File: src/rtl/tdfc_stream_queue.sv
// Elastic FIFO for one TDF stream: {e,d} tokens in on the producer side, out in order on
// the consumer side. Full/empty flags come from registered state only (no fall-through).
module tdfc_stream_queue #(
    parameter int WIDTH  = 16,
    parameter int DEPTH  = 4,
    parameter int ADDR_W = 2
) (
    input  logic              clock,
    input  logic              reset,
    input  logic [WIDTH-1:0]  i_d,
    input  logic              i_e,
    input  logic              i_v,
    output logic              i_b,
    output logic [WIDTH-1:0]  o_d,
    output logic              o_e,
    output logic              o_v,
    input  logic              o_b,
    output logic [ADDR_W:0]   count
);

    localparam logic [ADDR_W:0] FULL_CNT = (ADDR_W + 1)'(DEPTH);

    logic [WIDTH:0]    mem [DEPTH];
    logic [ADDR_W-1:0] wp;
    logic [ADDR_W-1:0] rp;
    logic [ADDR_W:0]   cnt;
    logic              push;
    logic              pop;

    // i_b looks only at cnt, so a pop on a full queue frees the slot one cycle later.
    assign i_b   = (cnt == FULL_CNT);
    assign o_v   = (cnt != '0);
    assign push  = i_v & ~i_b;
    assign pop   = o_v & ~o_b;
    assign count = cnt;

    assign {o_e, o_d} = mem[rp];

    // NOTE: storage has no reset; stale slots are never visible because o_v gates them,
    // and leaving the array out of reset lets it map onto plain RAM/flops without reset.
    always_ff @(posedge clock) begin
        if (push) begin
            mem[wp] <= {i_e, i_d};
        end
    end

    // NOTE: sequential state uses non-blocking assignments so every register samples
    // pre-edge values regardless of statement order.
    always_ff @(posedge clock or posedge reset) begin
        if (reset) begin
            wp  <= '0;
            rp  <= '0;
            cnt <= '0;
        end else begin
            if (push) begin
                wp <= wp + ADDR_W'(1);
            end
            if (pop) begin
                rp <= rp + ADDR_W'(1);
            end
            case ({push, pop})
                2'b10:   cnt <= cnt + (ADDR_W + 1)'(1);
                2'b01:   cnt <= cnt - (ADDR_W + 1)'(1);
                default: cnt <= cnt;
            endcase
        end
    end

endmodule

File: config.mk
export PLATFORM = sky130hd
export DESIGN_NAME = tdfc_stream_queue
export DESIGN_NICKNAME = d
export VERILOG_FILES = /design/src/rtl/tdfc_stream_queue.sv
export SDC_FILE = /design/constraint.sdc
export NUM_CORES = 1
export LEC_CHECK = 0
export ABC_AREA = 1
export CAP_MARGIN = 20
export CORE_ASPECT_RATIO = 0.75
export CORE_MARGIN = 1.5
export CORE_UTILIZATION = 58
export CTS_CLUSTER_DIAMETER = 60
export DETAILED_ROUTE_END_ITERATION = 16
export GPL_TIMING_DRIVEN = 0
export PLACE_DENSITY = 0.88
export REMOVE_ABC_BUFFERS = 1
export SLEW_MARGIN = 15
export SYNTH_ARGS = -nofsm -noshare
export SYNTH_HDL_FRONTEND = slang
export SYNTH_SLANG_ARGS = --single-unit
File: constraint.sdc
create_clock -name clock -period 3.69 [get_ports clock]
set_clock_uncertainty 0.2 [all_clocks]
set_input_delay 0.738 -clock clock [delete_from_list [all_inputs] [get_ports clock]]
set_output_delay 0.738 -clock clock [all_outputs]
set_load 0.005 [all_outputs]
==> summary.md, run 1 <==
| Metric | Value |
|---|---|
| Synthesis Warnings | `0` |
| Die W | `88.2 µm` |
| Via density per instance | `5.03` |
| Number of max-cap violations | `0` |
| Fin. Hold Viols | `0` |
| Clk network pwr share | `21.4%` |
| Seq/Total Area, Yosys | `70.3%` |
| Maximum number of pins on one net before global-route repair | `71` |
| Worst VDD drop | `0.490 mV` |
| Routed wirelength normalized by instance count | `14.2 µm` |
| Vertical die dimension | `66.9 µm` |
| Power after layout | `3020 µW` |
| TritonCTS clock tree | `yes` |
| Met2 demand-to-capacity share in global routing | `34.1%` |
| Final ANT Viol Nets | `0` |
| Routed vias | `1946` |
| Setup repair after global routing missed its margin | `false` |
| Type of destination of the critical path | `output pin` |
| Buffers added on ports | `42` |
| Total grt overflow | `0` |
| Wire length of the first global-routing pass | `8.39 mm` |
| Outcome | `completed` |
| Buffers inserted during post-CTS setup optimization | `0` |
| Maximum fanout encountered on the critical timing path | `19` |
| Met1 track demand over resource in global routing | `22.6%` |
| # fillers | `330` |
| Met3 Use GR | `9.29%` |
| Measured slew at the worst slew-check pin | `816 ps` |
| Later-pin clock latency in the skew report | `340 ps` |
| Type of origin of the critical path | `flop` |
| Final Cell Area | `0.00389 mm²` |
| Count of standard-cell rows | `23` |
| Crit Path Class | `flop to output pin` |
| Net Switching | `967 µW` |
| Via count of the first global-routing pass | `1859` |
| Sequential group share of total power | `40.6%` |
| Data required time of the critical path | `2750 ps` |
| Count of cell types in the netlist | `19` |
| Antenna violations before repair | `0` |
| Highest clock frequency the design can meet | `318 MHz` |
| Starting utilization of the core area | `59.6%` |
| Area Overhead vs Synth | `23.5%` |
| Root Driver | `sky130_fd_sc_hd__clkbuf_8` |
| Final weighted congestion in routability-driven placement | `0.784` |
| Final number of max-transition violations | `0` |
| Synthesized instance count | `259` |
| Combinational share of power | `38.0%` |
| Post-synthesis register bit count | `75` |
| Finish-stage setup viols | `0` |
| Detailed Routing Iterations Pass 1 | `4` |
| Leakage Power | `0.00158 µW` |
| Number of inserted diodes | `0` |
| Number of gates resized after CTS | `0` |
| Full die area | `0.00589 mm²` |
| Starting DRC count in detailed routing | `144` |
| Sequential Area | `0.00222 mm²` |
| Final total negative setup slack | `0 ps` |
| Bufs on Longest Clock Path | `2` |
| Crit path arrival time | `2210 ps` |
| Commonest non-fill, non-tap cell in the layout | `sky130_fd_sc_hd__edfxtp_1` |
| Clock transition at the registers of the reported paths | `70 ps` |
| DRC violation count after routing | `0` |
| Net count, final | `334` |
| Worst min path class | `flop to flop` |
| Net switching fraction of the power | `32.0%` |
| Power per Cell Area | `775 mW/mm²` |
| Total GRT Usage | `20.6%` |
| Post-detailed-routing wire length | `5.51 mm` |
| Top library cells by usage in the layout, fill and taps aside | `68 x sky130_fd_sc_hd__edfxtp_1, 66 x sky130_fd_sc_hd__nand2_1, 50 x sky130_fd_sc_hd__inv_1, 42 x sky130_fd_sc_hd__clkdlybuf4s50_1, 34 x sky130_fd_sc_hd__o211ai_1` |
| Post-CTS Hold Fix Bufs | `0` |
| Post-DP Area | `0.00367 mm²` |
| Worst Reg2Reg Path Length in Cells | `10` |
| Fraction of layout cells with a size suffix above 1 | `8.33%` |
| DP Wirelength | `3.40 mm` |
| Internal cell power | `2050 µW` |
| Number of clock sinks | `75` |
| Synthesized cell area | `0.00315 mm²` |
| Headroom to the max-slew limit | `45.6%` |
| Count of pins on the block boundary | `43` |
| Number of cells on the worst hold path | `1` |
| Average cell area after synthesis | `12.2 µm²` |
| Number of buffers inserted during clock tree synthesis | `9` |
| Combined area of the multi-input logic cells | `678 µm²` |
| H-tree level count | `3` |
| Share of the clock period used by the worst path | `85.3%` |
| Floorplan Core Area | `0.00530 mm²` |
| Busiest metal layer after global routing | `met2` |
| Crit path time final | `3150 ps` |
[worst max-delay path, cell delays in order, from the launching register on]
cell and delay (ps):
sky130_fd_sc_hd__dfrtp_1 870, sky130_fd_sc_hd__inv_4 240, sky130_fd_sc_hd__o211ai_1 190, sky130_fd_sc_hd__nand2_1 110, sky130_fd_sc_hd__clkdlybuf4s50_1 450
[kinds of logic after synthesis]
group / share of synthesized area (%)
AO/OA/AOI/OAI: 8.25
XOR/XNOR: 0.278
adder cells (fa/ha/maj): 2.62
buffers and inverters: 8.53
flip-flops: 70.3
AND/OR/NAND/NOR: 10.0
[sequential cells by signal (all words and copies together), names as in the netlist]
signal  count
wp          2
rp          2
count       3
mem        68
[per-stage QoR]
| step | std cells | setup WS [ps] | hold WS (ps) | util, % |
|---|---|---|---|---|
| after floorplan | 249 | 1530 | 262 | - |
| after global placement | 366 | 480 | 278 | 67.9 |
| after detailed placement | 370 | 756 | 286 | 69.3 |
| after CTS | 386 | 375 | 300 | 73.2 |
| after global routing | 387 | 404 | 322 | 73.6 |
| final | 387 | 543 | 300 | 73.6 |
[power by group through the flow]
stage	sequential (µW)	clock (µW)	combinational, µW
after CTS	1220	657	1130
after detailed placement	1240	0	1120
after global routing	1250	697	1270
after global placement	1240	0	1030
after floorplan	1220	0	569
final	1230	647	1150
[final timing paths]
path                          start       end  slack (ps)
setup / recovery              rp[1]    o_d[6]         540
hold / removal             count[0]  count[0]         300
setup reg to reg           count[1]  count[2]        1530
hold reg to reg            count[0]  count[0]         300
max in group asynchronous     reset     wp[1]        2630
min in group asynchronous     reset     rp[1]         440
[layer usage]
metal	part of all wire, %	up-vias
met5	0	-
met2	54	48
met3	5.7	5
met1	39	919
met4	0.69	0
li1	-	974
[cells in the mapped netlist (all sizes together)]
| library cell | number | share of area [%] |
|---|---|---|
| fa | 1 | 0.63 |
| nand4 | 1 | 0.20 |
| nand3 | 7 | 1.1 |
| ha | 5 | 2.0 |
| o211ai | 34 | 8.1 |
| dfrtp | 7 | 5.6 |
| inv | 52 | 6.3 |
| xnor2 | 1 | 0.28 |
| edfxtp | 68 | 65 |
| o21ai | 1 | 0.16 |
| nand2 | 67 | 8.1 |
| buf | 10 | 2.3 |
| nor2 | 5 | 0.67 |
[final cells by class]
cell class / count / share of cell area [%]
clock buffers: 10 / 3.28
clock inverters: 6 / 2.06
inverters: 52 / 5.08
multi-input cells: 122 / 17.4
flip-flops and latches: 75 / 56.9
well taps: 75 / 2.41
repair buffers: 47 / 12.8
Power figures use the tool's default switching activity.
==> run 2: changes to the inputs <==
--- a/config.mk
+++ b/config.mk
@@ -11,6 +11,7 @@
 export CORE_MARGIN = 1.5
 export CORE_UTILIZATION = 58
 export CTS_CLUSTER_DIAMETER = 60
+export CTS_CLUSTER_SIZE = 28
 export DETAILED_ROUTE_END_ITERATION = 16
 export GPL_TIMING_DRIVEN = 0
 export PLACE_DENSITY = 0.88
==> results of run 2 <==
No change in the layout: final DEF, timing and power equal those of run 1.
==> run 3: changes to the inputs <==
--- a/config.mk
+++ b/config.mk
@@ -6,6 +6,7 @@
 export NUM_CORES = 1
 export LEC_CHECK = 0
 export ABC_AREA = 1
+export ABC_CLOCK_PERIOD_IN_PS = 3690
 export CAP_MARGIN = 20
 export CORE_ASPECT_RATIO = 0.75
 export CORE_MARGIN = 1.5
@@ -16,6 +17,7 @@
 export GPL_TIMING_DRIVEN = 0
 export PLACE_DENSITY = 0.88
 export REMOVE_ABC_BUFFERS = 1
+export SKIP_LAST_GASP = 1
 export SLEW_MARGIN = 15
 export SYNTH_ARGS = -nofsm -noshare
 export SYNTH_HDL_FRONTEND = slang
==> results of run 3 <==
No change in the layout: final DEF, timing and power equal those of run 1.
